[src/rtl/cla_16bit.sv]
// cla_16bit: 16-bit two-level carry-lookahead adder with registered outputs.
//
// The adder has four 4-bit lookahead groups. Each group produces a group
// generate (GG) and a group propagate (GP) term. A second-level lookahead
// unit turns these terms into the carries into each group. Inside a group,
// every carry is one flattened sum-of-products from the group carry-in, so
// no ripple chain runs through the group.
//
// The result is captured on the rising edge of clk whenever in_valid is
// high. When in_valid is low the result registers hold their value and
// out_valid drops. Latency is one clock.
//
// Ports:
//   clk       in   1   rising-edge clock
//   rst_n     in   1   asynchronous active-low reset (clears every output)
//   in_valid  in   1   a/b/cin hold an operation this cycle
//   a         in  16   operand A
//   b         in  16   operand B
//   cin       in   1   carry into bit 0
//   out_valid out  1   s/c/cout hold a result captured on the last edge
//   s         out 16   sum, a+b+cin mod 2^16
//   c         out 16   carry vector, c[i] = carry out of bit i
//   cout      out  1   carry out of bit 15 (same as c[15])
module cla_16bit (
  input  logic        clk,
  input  logic        rst_n,
  input  logic        in_valid,
  input  logic [15:0] a,
  input  logic [15:0] b,
  input  logic        cin,
  output logic        out_valid,
  output logic [15:0] s,
  output logic [15:0] c,
  output logic        cout
);

  // Carry out of each bit of one group. Every bit is written as a flattened
  // lookahead equation from the group carry-in.
  function automatic logic [3:0] grp_carry(input logic [3:0] g,
                                           input logic [3:0] p,
                                           input logic       ci);
    logic [3:0] r;
    r[0] = g[0] | (p[0] & ci);
    r[1] = g[1] | (p[1] & g[0]) | (p[1] & p[0] & ci);
    r[2] = g[2] | (p[2] & g[1]) | (p[2] & p[1] & g[0])
         | (p[2] & p[1] & p[0] & ci);
    r[3] = g[3] | (p[3] & g[2]) | (p[3] & p[2] & g[1])
         | (p[3] & p[2] & p[1] & g[0]) | (p[3] & p[2] & p[1] & p[0] & ci);
    return r;
  endfunction

  // Group generate: the group creates a carry no matter what its carry-in is.
  function automatic logic grp_gen(input logic [3:0] g, input logic [3:0] p);
    return g[3] | (p[3] & g[2]) | (p[3] & p[2] & g[1])
         | (p[3] & p[2] & p[1] & g[0]);
  endfunction

  // Group propagate: the group passes its carry-in through unchanged.
  function automatic logic grp_prop(input logic [3:0] p);
    return &p;
  endfunction

  logic [15:0] g_s;
  logic [15:0] p_s;
  logic [3:0]  gg_s;
  logic [3:0]  gp_s;
  logic [4:0]  gcarry_s;   // gcarry_s[k] = carry into group k, [4] = C16
  logic [15:0] carry_s;    // carry out of each bit
  logic [15:0] cin_vec_s;  // carry into each bit
  logic [15:0] sum_s;

  logic        out_valid_r;
  logic [15:0] s_r;
  logic [15:0] c_r;
  logic        cout_r;

  // Per-bit generate/propagate and the group-level terms.
  always_comb begin
    g_s  = a & b;
    p_s  = a ^ b;
    gg_s = 4'b0000;
    gp_s = 4'b0000;
    for (int k = 0; k < 4; k++) begin
      gg_s[k] = grp_gen(g_s[4*k +: 4], p_s[4*k +: 4]);
      gp_s[k] = grp_prop(p_s[4*k +: 4]);
    end
  end

  // Second-level lookahead: carries into groups 1..3 and out of group 3.
  always_comb begin
    gcarry_s[0] = cin;
    gcarry_s[1] = gg_s[0] | (gp_s[0] & cin);
    gcarry_s[2] = gg_s[1] | (gp_s[1] & gg_s[0]) | (gp_s[1] & gp_s[0] & cin);
    gcarry_s[3] = gg_s[2] | (gp_s[2] & gg_s[1]) | (gp_s[2] & gp_s[1] & gg_s[0])
                | (gp_s[2] & gp_s[1] & gp_s[0] & cin);
    gcarry_s[4] = gg_s[3] | (gp_s[3] & gg_s[2]) | (gp_s[3] & gp_s[2] & gg_s[1])
                | (gp_s[3] & gp_s[2] & gp_s[1] & gg_s[0])
                | (gp_s[3] & gp_s[2] & gp_s[1] & gp_s[0] & cin);
  end

  // Bit carries inside each group. The top bit of each group comes from the
  // second-level unit, so cout and c[15] are driven by the same C16 term.
  always_comb begin
    logic [3:0] grp_s;
    carry_s = 16'h0000;
    grp_s   = 4'b0000;
    for (int k = 0; k < 4; k++) begin
      grp_s                = grp_carry(g_s[4*k +: 4], p_s[4*k +: 4], gcarry_s[k]);
      carry_s[4*k +: 3]    = grp_s[2:0];
      carry_s[4*k + 3]     = gcarry_s[k + 1];
    end
  end

  // Sum bits: propagate XOR the carry into each bit.
  always_comb begin
    cin_vec_s = {carry_s[14:0], cin};
    sum_s     = p_s ^ cin_vec_s;
  end

  // Result registers: load on a valid operation, otherwise hold. out_valid
  // follows in_valid.
  always_ff @(posedge clk or negedge rst_n) begin
    if (!rst_n) begin
      out_valid_r <= 1'b0;
      s_r         <= 16'h0000;
      c_r         <= 16'h0000;
      cout_r      <= 1'b0;
    end else begin
      out_valid_r <= in_valid;
      if (in_valid) begin
        s_r    <= sum_s;
        c_r    <= carry_s;
        cout_r <= gcarry_s[4];
      end else begin
        s_r    <= s_r;
        c_r    <= c_r;
        cout_r <= cout_r;
      end
    end
  end

  assign out_valid = out_valid_r;
  assign s         = s_r;
  assign c         = c_r;
  assign cout      = cout_r;

endmodule

[config.mk]
export PLATFORM = sky130hd
export DESIGN_NAME = cla_16bit
export DESIGN_NICKNAME = d
export VERILOG_FILES = /design/src/rtl/cla_16bit.sv
export SDC_FILE = /design/constraint.sdc
export NUM_CORES = 1
export LEC_CHECK = 0
export ABC_AREA = 0
export BUFFER_PORTS_ARGS = -buffer_cell sky130_fd_sc_hd__buf_4
export CAP_MARGIN = 25
export CORE_MARGIN = 2
export CORE_UTILIZATION = 28
export DETAILED_ROUTE_END_ITERATION = 12
export PLACE_DENSITY_LB_ADDON = 0.1
export SETUP_SLACK_MARGIN = 0.4
export SYNTH_ARGS = -nofsm -noshare
export SYNTH_HDL_FRONTEND = slang
export SYNTH_SLANG_ARGS = --single-unit
export TNS_END_PERCENT = 1
[constraint.sdc]
create_clock -name clk -period 1 [get_ports clk]
set_clock_uncertainty 0.1 [all_clocks]
set_input_delay 0.1 -clock clk [delete_from_list [all_inputs] [get_ports clk]]
set_output_delay 0.1 -clock clk [all_outputs]
set_load 0.1 [all_outputs]
==> results of run 1 <==
[worst register-to-register path, delay by kind of cell, from the launching register on]
| kind | cells | cell delay, ps |
|---|---|---|
| AO/OA/AOI/OAI | 1 | 100 |
| flip-flops | 1 | 410 |
| AND/OR/NAND/NOR | 1 | 280 |
[stage by stage]
step / utilization / std cells / setup WS [ps]
2_1_floorplan: - / 188 / -1040
3_3_place_gp: 0.436 / 373 / -1170
3_5_place_dp: 0.436 / 373 / -1150
4_1_cts: 0.517 / 380 / -827
5_1_grt: 0.524 / 380 / -916
6_report: 0.524 / 380 / -820
[worst max path at each step]
stage	from	end	slack (ps)	cells past startpoint
floorplan	a[2]	s[13]	-1040	9
global placement	a[9]	s[13]	-1170	9
detailed placement	a[9]	s[13]	-1150	9
CTS	b[3]	s[13]	-830	10
global route	a[0]	s[13]	-920	10
finish	b[3]	s[13]	-820	10
[routing by layer]
metal | up-vias | part of all wire
met5 | - | 0
met4 | 0 | 0.0046
met3 | 2 | 0.039
met2 | 39 | 0.49
met1 | 807 | 0.46
li1 | 888 | -
[registers in the layout, summed over array words and instances (netlist names)]
register	cells
c	15
cout	1
out_valid	1
s	16
[repair_timing]
action	4_1_cts	5_1_grt
gates resized for setup	112	10
setup endpoints to repair	66	66
endpoints found under the hold margin	33	33
pin swaps	10	5
gates cloned	0	0
[power breakdown]
group	internal, mW	switching, mW	leakage (nW)
combinational	1.56	2.39	1.18
clock	0.547	0.483	0.0443
sequential	1.57	0.258	0.389
[final cells by class]
type                       instances  area (um^2)  share of cell area
multi-input combinational        138         1200               0.340
tap                               80          100              0.0284
clock buffer                       7         86.3              0.0245
timing repair buffer             112         1280               0.362
inverter                          10         37.5              0.0107
sequential                        33          826               0.234
[kinds of logic after synthesis]
family                     after synthesis  synth area share
AOI/OAI and AO/OA                       55             0.198
buffers and inverters                   17            0.0350
DFF                                     33             0.427
and+or+nand+nor                         48             0.117
xor gates and xnor gates                 7            0.0317
muxes                                    8            0.0466
adders and majority gates               20             0.145
[placed cells by master (no fill, tap or decap), types with 2 or more instances in the layout]
cell type / count
buf_6: 4
buf_4: 74
and2_4: 2
clkbuf_8: 6
inv_1: 9
nor2_2: 2
o21a_1: 3
buf_12: 33
nand2_1: 15
o31a_1: 2
a21oi_1: 19
nor2_1: 14
ha_1: 11
xnor2_1: 7
o21ai_2: 2
mux2_2: 8
a31oi_1: 2
o21ai_1: 3
nand4_1: 3
a21o_1: 3
ha_4: 5
fa_2: 4
a21oi_2: 3
dfrtp_1: 33
nand2b_1: 2
o21ai_0: 4
==> summary.txt, run 1 <==
Outcome
  – Status: finished with violations
  – Failing checks: hold timing, setup timing

Timing
  – RSZ-0062 raised after global routing: true
  – Slew headroom: 0.708
  – Setup TNS: -18300 ps
  – Final period utilization: 1.82
  – WHS: -338 ps
  – Max Fclk: roughly 550 MHz
  – Max Slew Vio Count: 0
  – Final setup viols: 63
  – Final Critical Period: 1820 ps
  – Fin worst setup slack: -820 ps
  – Final hold vios: 33
  – Slew @ Worst Pin: 438 ps

Global routing
  – Global-route wire length before repair: 8830 um
  – Global-route met2 utilization: 0.243
  – GR met1 Demand/Resource: 0.194
  – Largest net degree at the start of global routing: 34
  – GR peak layer: met2
  – Vias in the first global route: 1869
  – Gr ovfl total: 0
  – Initial antenna violation count: 0
  – Gr usage total: 0.147
  – Met3 Resource Use GR: 0.0360

Synthesis
  – Syn_nets: 244
  – Synth top area share: 0.427
  – Cells after Synth: 188
  – Main flop type after synthesis: dfrtp_1
  – Synth Cell Area: 1930 um^2
  – Count leader, synth: dfrtp_1
  – Synth cell count leaders: dfrtp_1, a21oi_1, ha_1, nor2_1, nand2_1
  – Post-synth EDFFs: 0
  – Synthesized flop and latch total: 33
  – Syn Area/Cell: 10.3 um^2
  – Netlist cell types: 42
  – Async SR Flop Fraction: 1.00
  – Ys Warns: 0
  – Top cells by area, synth: dfrtp_1, ha_1, a21oi_1
  – Leading area contributor after synthesis: dfrtp_1
  – Sequential fraction of the synthesis area: 0.427

Finish
  – Design area: 3520 um^2
  – Nets: 356
  – Layout cell share with drive strength beyond 1: 0.520
  – Area grow syn2layout: 82.3%
  – FILL cells: 615
  – N_diodes: 0

Clock tree
  – Clock slew at reported path FFs: 70 ps
  – Root Driver: clkbuf_8
  – CTS tree: built
  – Clock Tree Buf Depth: 2
  – CTS buffer count: 5
  – CTS Sinks: 33
  – H-tree level count: 2
  – Setup bufs post-CTS: 0
  – Worst-skew pair later-pin latency: 280 ps

Floorplan
  – Die W: 87.1 um
  – Core area: around 6700 um^2
  – Row Count: 30
  – Initial core utilization: 0.288
  – Top Ports: 70
  – DIE AREA: 7580 um^2
  – Die Y: 87.1 um

Critical path
  – WP buf/inv: 1
  – Critical path's slowest cell: fa_2
  – Delay-heaviest family, CP: adder cells
  – Crit Path Class: in2reg
  – Crit path top cell by count: and2_4
  – Arrival time at the worst endpoint: 1890 ps
  – Worst-path cell chain: buf_4, ha_4, and2_4, a221oi_4, a21oi_4, o21ai_4, and2_4, fa_2, xnor2_1, mux2_2
  – CP Launch Type: primary input
  – Slowest stage delay, CP: 340 ps
  – Required @ worst endpoint: 1070 ps
  – CP max FO: 3
  – Endpoint class of the critical path: flip-flop
  – R2R depth: 2
  – FF-to-FF End: cout
  – Slack of the worst reg-to-reg path: 0 ps
  – R2r startpoint: cout

Drt
  – Wire per inst: 13.2 um
  – Drt first pass iters: 4
  – Via density: ~4.6
  – Antenna Nets Post-Route: 0
  – Iteration-0 DRC Markers: 56
  – Drc violations: 0
  – Post-Route WL: 5010 um
  – DR vias: 1736

Min path
  – Hold Crit Class: in2async

Job
  – Max cap viols: 0

Placed design
  – Final HPWL DP: 3800 um
  – RD Place Congestion: 0.761
  – Placement-stage cell area: around 3000 um^2
  – Port Buf Inserts: between 60 and 70

Pwr
  – Power Total: ~6.8 mW
  – Power per cell area: 1930 nW/um^2
  – Peak supply drop: 1.05 mV
  – Leak: 1.61 nW
(Power assumes the default switching activity.)
==> run 2, diff against run 1 <==
--- a/config.mk
+++ b/config.mk
@@ -10,8 +10,10 @@
 export CAP_MARGIN = 25
 export CORE_MARGIN = 2
 export CORE_UTILIZATION = 28
+export CTS_CLUSTER_DIAMETER = 150
 export DETAILED_ROUTE_END_ITERATION = 12
 export PLACE_DENSITY_LB_ADDON = 0.1
+export RECOVER_POWER = 25
 export SETUP_SLACK_MARGIN = 0.4
 export SYNTH_ARGS = -nofsm -noshare
 export SYNTH_HDL_FRONTEND = slang
==> run 2 against run 1 <==
- the flow still finishes with violations (hold timing, setup timing)
- critical path type unchanged
- highest routed layer unchanged
- via count did not move
- routed wire length hardly changed
- sequential share of layout area is essentially flat
- die area is the same
==> summary.txt, run 2 (synthesized netlist as in run 1, its figures left out) <==
Placed design
  – RD Place Congestion: 0.761 (unchanged)
  – Port Buf Inserts: 69 (unchanged)
  – Pre-CTS setup slack: -1150 ps (unchanged)
  – Final HPWL DP: 3800 um (unchanged)
  – Placed cell count: 373 (unchanged)

Floorplan
  – Initial core utilization: 0.288 (unchanged)
  – Die W: 87.1 um (unchanged)
  – Core area: 6720 um^2 (unchanged)
  – Row Count: 30 (unchanged)
  – DIE AREA: 7580 um^2 (unchanged)
  – Top Ports: 70 (unchanged)
  – Die Y: 87.1 um (unchanged)

Critical path
  – Worst-path cell chain: buf_4, ha_4, and2_4, a221oi_4, a21oi_4, o21ai_4, and2_4, fa_2, xnor2_1, mux2_2
  – Slowest stage delay, CP: 340 ps (about the same)
  – Critical path's slowest cell: fa_2
  – WP buf/inv: 1 (unchanged)
  – Endpoint class of the critical path: flip-flop
  – Required @ worst endpoint: 1070 ps (about the same)
  – CP Launch Type: primary input
  – Arrival time at the worst endpoint: 1890 ps (about the same)
  – Crit path top cell by count: and2_4
  – CP max FO: 3 (unchanged)
  – Crit Path Class: in2reg
  – Delay-heaviest family, CP: adder cells

Clock tree
  – CTS tree: built
  – CTS buffer count: 5 (unchanged)
  – H-tree level count: 2 (unchanged)
  – CTS Sinks: 33 (unchanged)
  – Root Driver: clkbuf_8
  – Clock Tree Buf Depth: 2 (unchanged)
  – Worst-skew pair later-pin latency: 280 ps (about the same)
  – Clock slew at reported path FFs: 70 ps (about the same)

Drt
  – DR vias: 1736 (unchanged)
  – Wire per inst: 13.2 um (about the same)
  – Via density: 4.57 (unchanged)
  – Post-Route WL: 5010 um (about the same)
  – Antenna Nets Post-Route: 0 (unchanged)
  – Drc violations: 0 (unchanged)
  – Metal2 WL: 2470 um (about the same)
  – Iteration-0 DRC Markers: 56 (unchanged)
  – Drt first pass iters: 4 (unchanged)
  – Met1 WL: 2320 um (about the same)
  – DR WL met3: 194 um (unchanged)
  – Max Used Layer: met4

Timing
  – RSZ-0062 raised after global routing: true
  – Max Fclk: 550 MHz (unchanged)
  – WHS: -178 ps (+160 ps)
  – Final Critical Period: 1820 ps (unchanged)
  – Max Slew Vio Count: 0 (unchanged)
  – Final period utilization: 1.82 (unchanged)
  – Setup TNS: -18300 ps (unchanged)
  – Final hold vios: 33 (unchanged)
  – Final setup viols: 63 (unchanged)
  – Slew @ Worst Pin: 852 ps (+415 ps)
  – Fin worst setup slack: -820 ps (unchanged)
  – Slew headroom: 0.432 (-0.276)

Pwr
  – Peak supply drop: 1.05 mV (about the same)
  – Power per cell area: 1930 nW/um^2 (about the same)
  – Leak: 1.61 nW (about the same)

Global routing
  – Gr usage total: 0.147 (unchanged)
  – Vias in the first global route: 1869 (unchanged)
  – Gr ovfl total: 0 (unchanged)
  – Largest net degree at the start of global routing: 34 (unchanged)
  – Global-route wire length before repair: 8830 um (unchanged)
  – Initial antenna violation count: 0 (unchanged)

Finish
  – Non-filler cells in the finished layout: 380 (unchanged)
  – Layout cell share with drive strength beyond 1: 0.520 (unchanged)
  – Commonest non-fill, non-tap cell in the layout: buf_4
  – Area grow syn2layout: 82.2% (about the same)
  – N_diodes: 0 (unchanged)
  – Nets: 356 (unchanged)
  – Max reg flops: 16 (unchanged)
  – Commonest cells after routing, fill and taps aside: buf_4, dfrtp_1, buf_12, a21oi_1, nand2_1

Job
  – Max cap viols: 0 (unchanged)

Outcome
  – Failing checks: hold timing, setup timing
  – Status: finished with violations

Min path
  – Hold Crit Class: in2async
run 2: cell types whose count changed in the layout (fill, tap and decap cells not counted), sizes merged:
cell,delta
buf,-1
clkbuf,+1
run 2: path summary, 6_finish.rpt:
kind / start / end / slack (ps) / cells after the start
setup / recovery: b[3] / s[13] / -820 / 10
hold / removal: rst_n / c[13] / -180 / 1
setup reg to reg: cout / cout / 0 / 2
hold reg to reg: c[8] / c[8] / 450 / 2
max in group asynchronous: rst_n / c[6] / 450 / 1
min in group clk: in_valid / out_valid / 80 / 2
run 2: area by class of cell:
type	instances	area (um^2)
Multi-Input combinational cell	138	1200
Clock buffer	7	86.3
Fill cell	616	3200
Tap cell	80	100
Timing Repair Buffer	112	1270
Sequential cell	33	826
Inverter	10	37.5
run 2: power breakdown:
group / internal [mW] / switching (mW)
Combinational: 1.56 / 2.39
Sequential: 1.57 / 0.258
Clock: 0.547 / 0.483
Total: 3.67 / 3.13
run 2: what timing repair did:
item / 4_1_cts / 5_1_grt
endpoints found under the setup margin: 66 / 66
buffers inserted: 0 / 0
pin swaps: 10 / 5
endpoints found under the hold margin: 33 / 33
gates resized for setup: 112 / 10
run 2: metrics by stage:
stage	power [mW]	area [um^2]	utilization
final	6.81	3520	0.524
after global routing	7.13	3520	0.524
after CTS	6.82	3470	0.517
after detailed placement	5.04	2930	0.436
after global placement	5.03	2930	0.436
after floorplan	4.10	1990	-
run 2: worst reg2reg max path, delay by kind of cell (launching register included):
kind            cells  cell delay (ps)
compound gates      1              100
flops               1              410
simple gates        1              280
run 2: per-layer routing:
| metal | GRT usage | vias to the layer above |
|---|---|---|
| met1 | 0.194 | 807 |
| li1 | - | 888 |
| met2 | 0.243 | 39 |
| met4 | 0.0341 | 0 |
| met3 | 0.0360 | 2 |
| met5 | 0 | - |
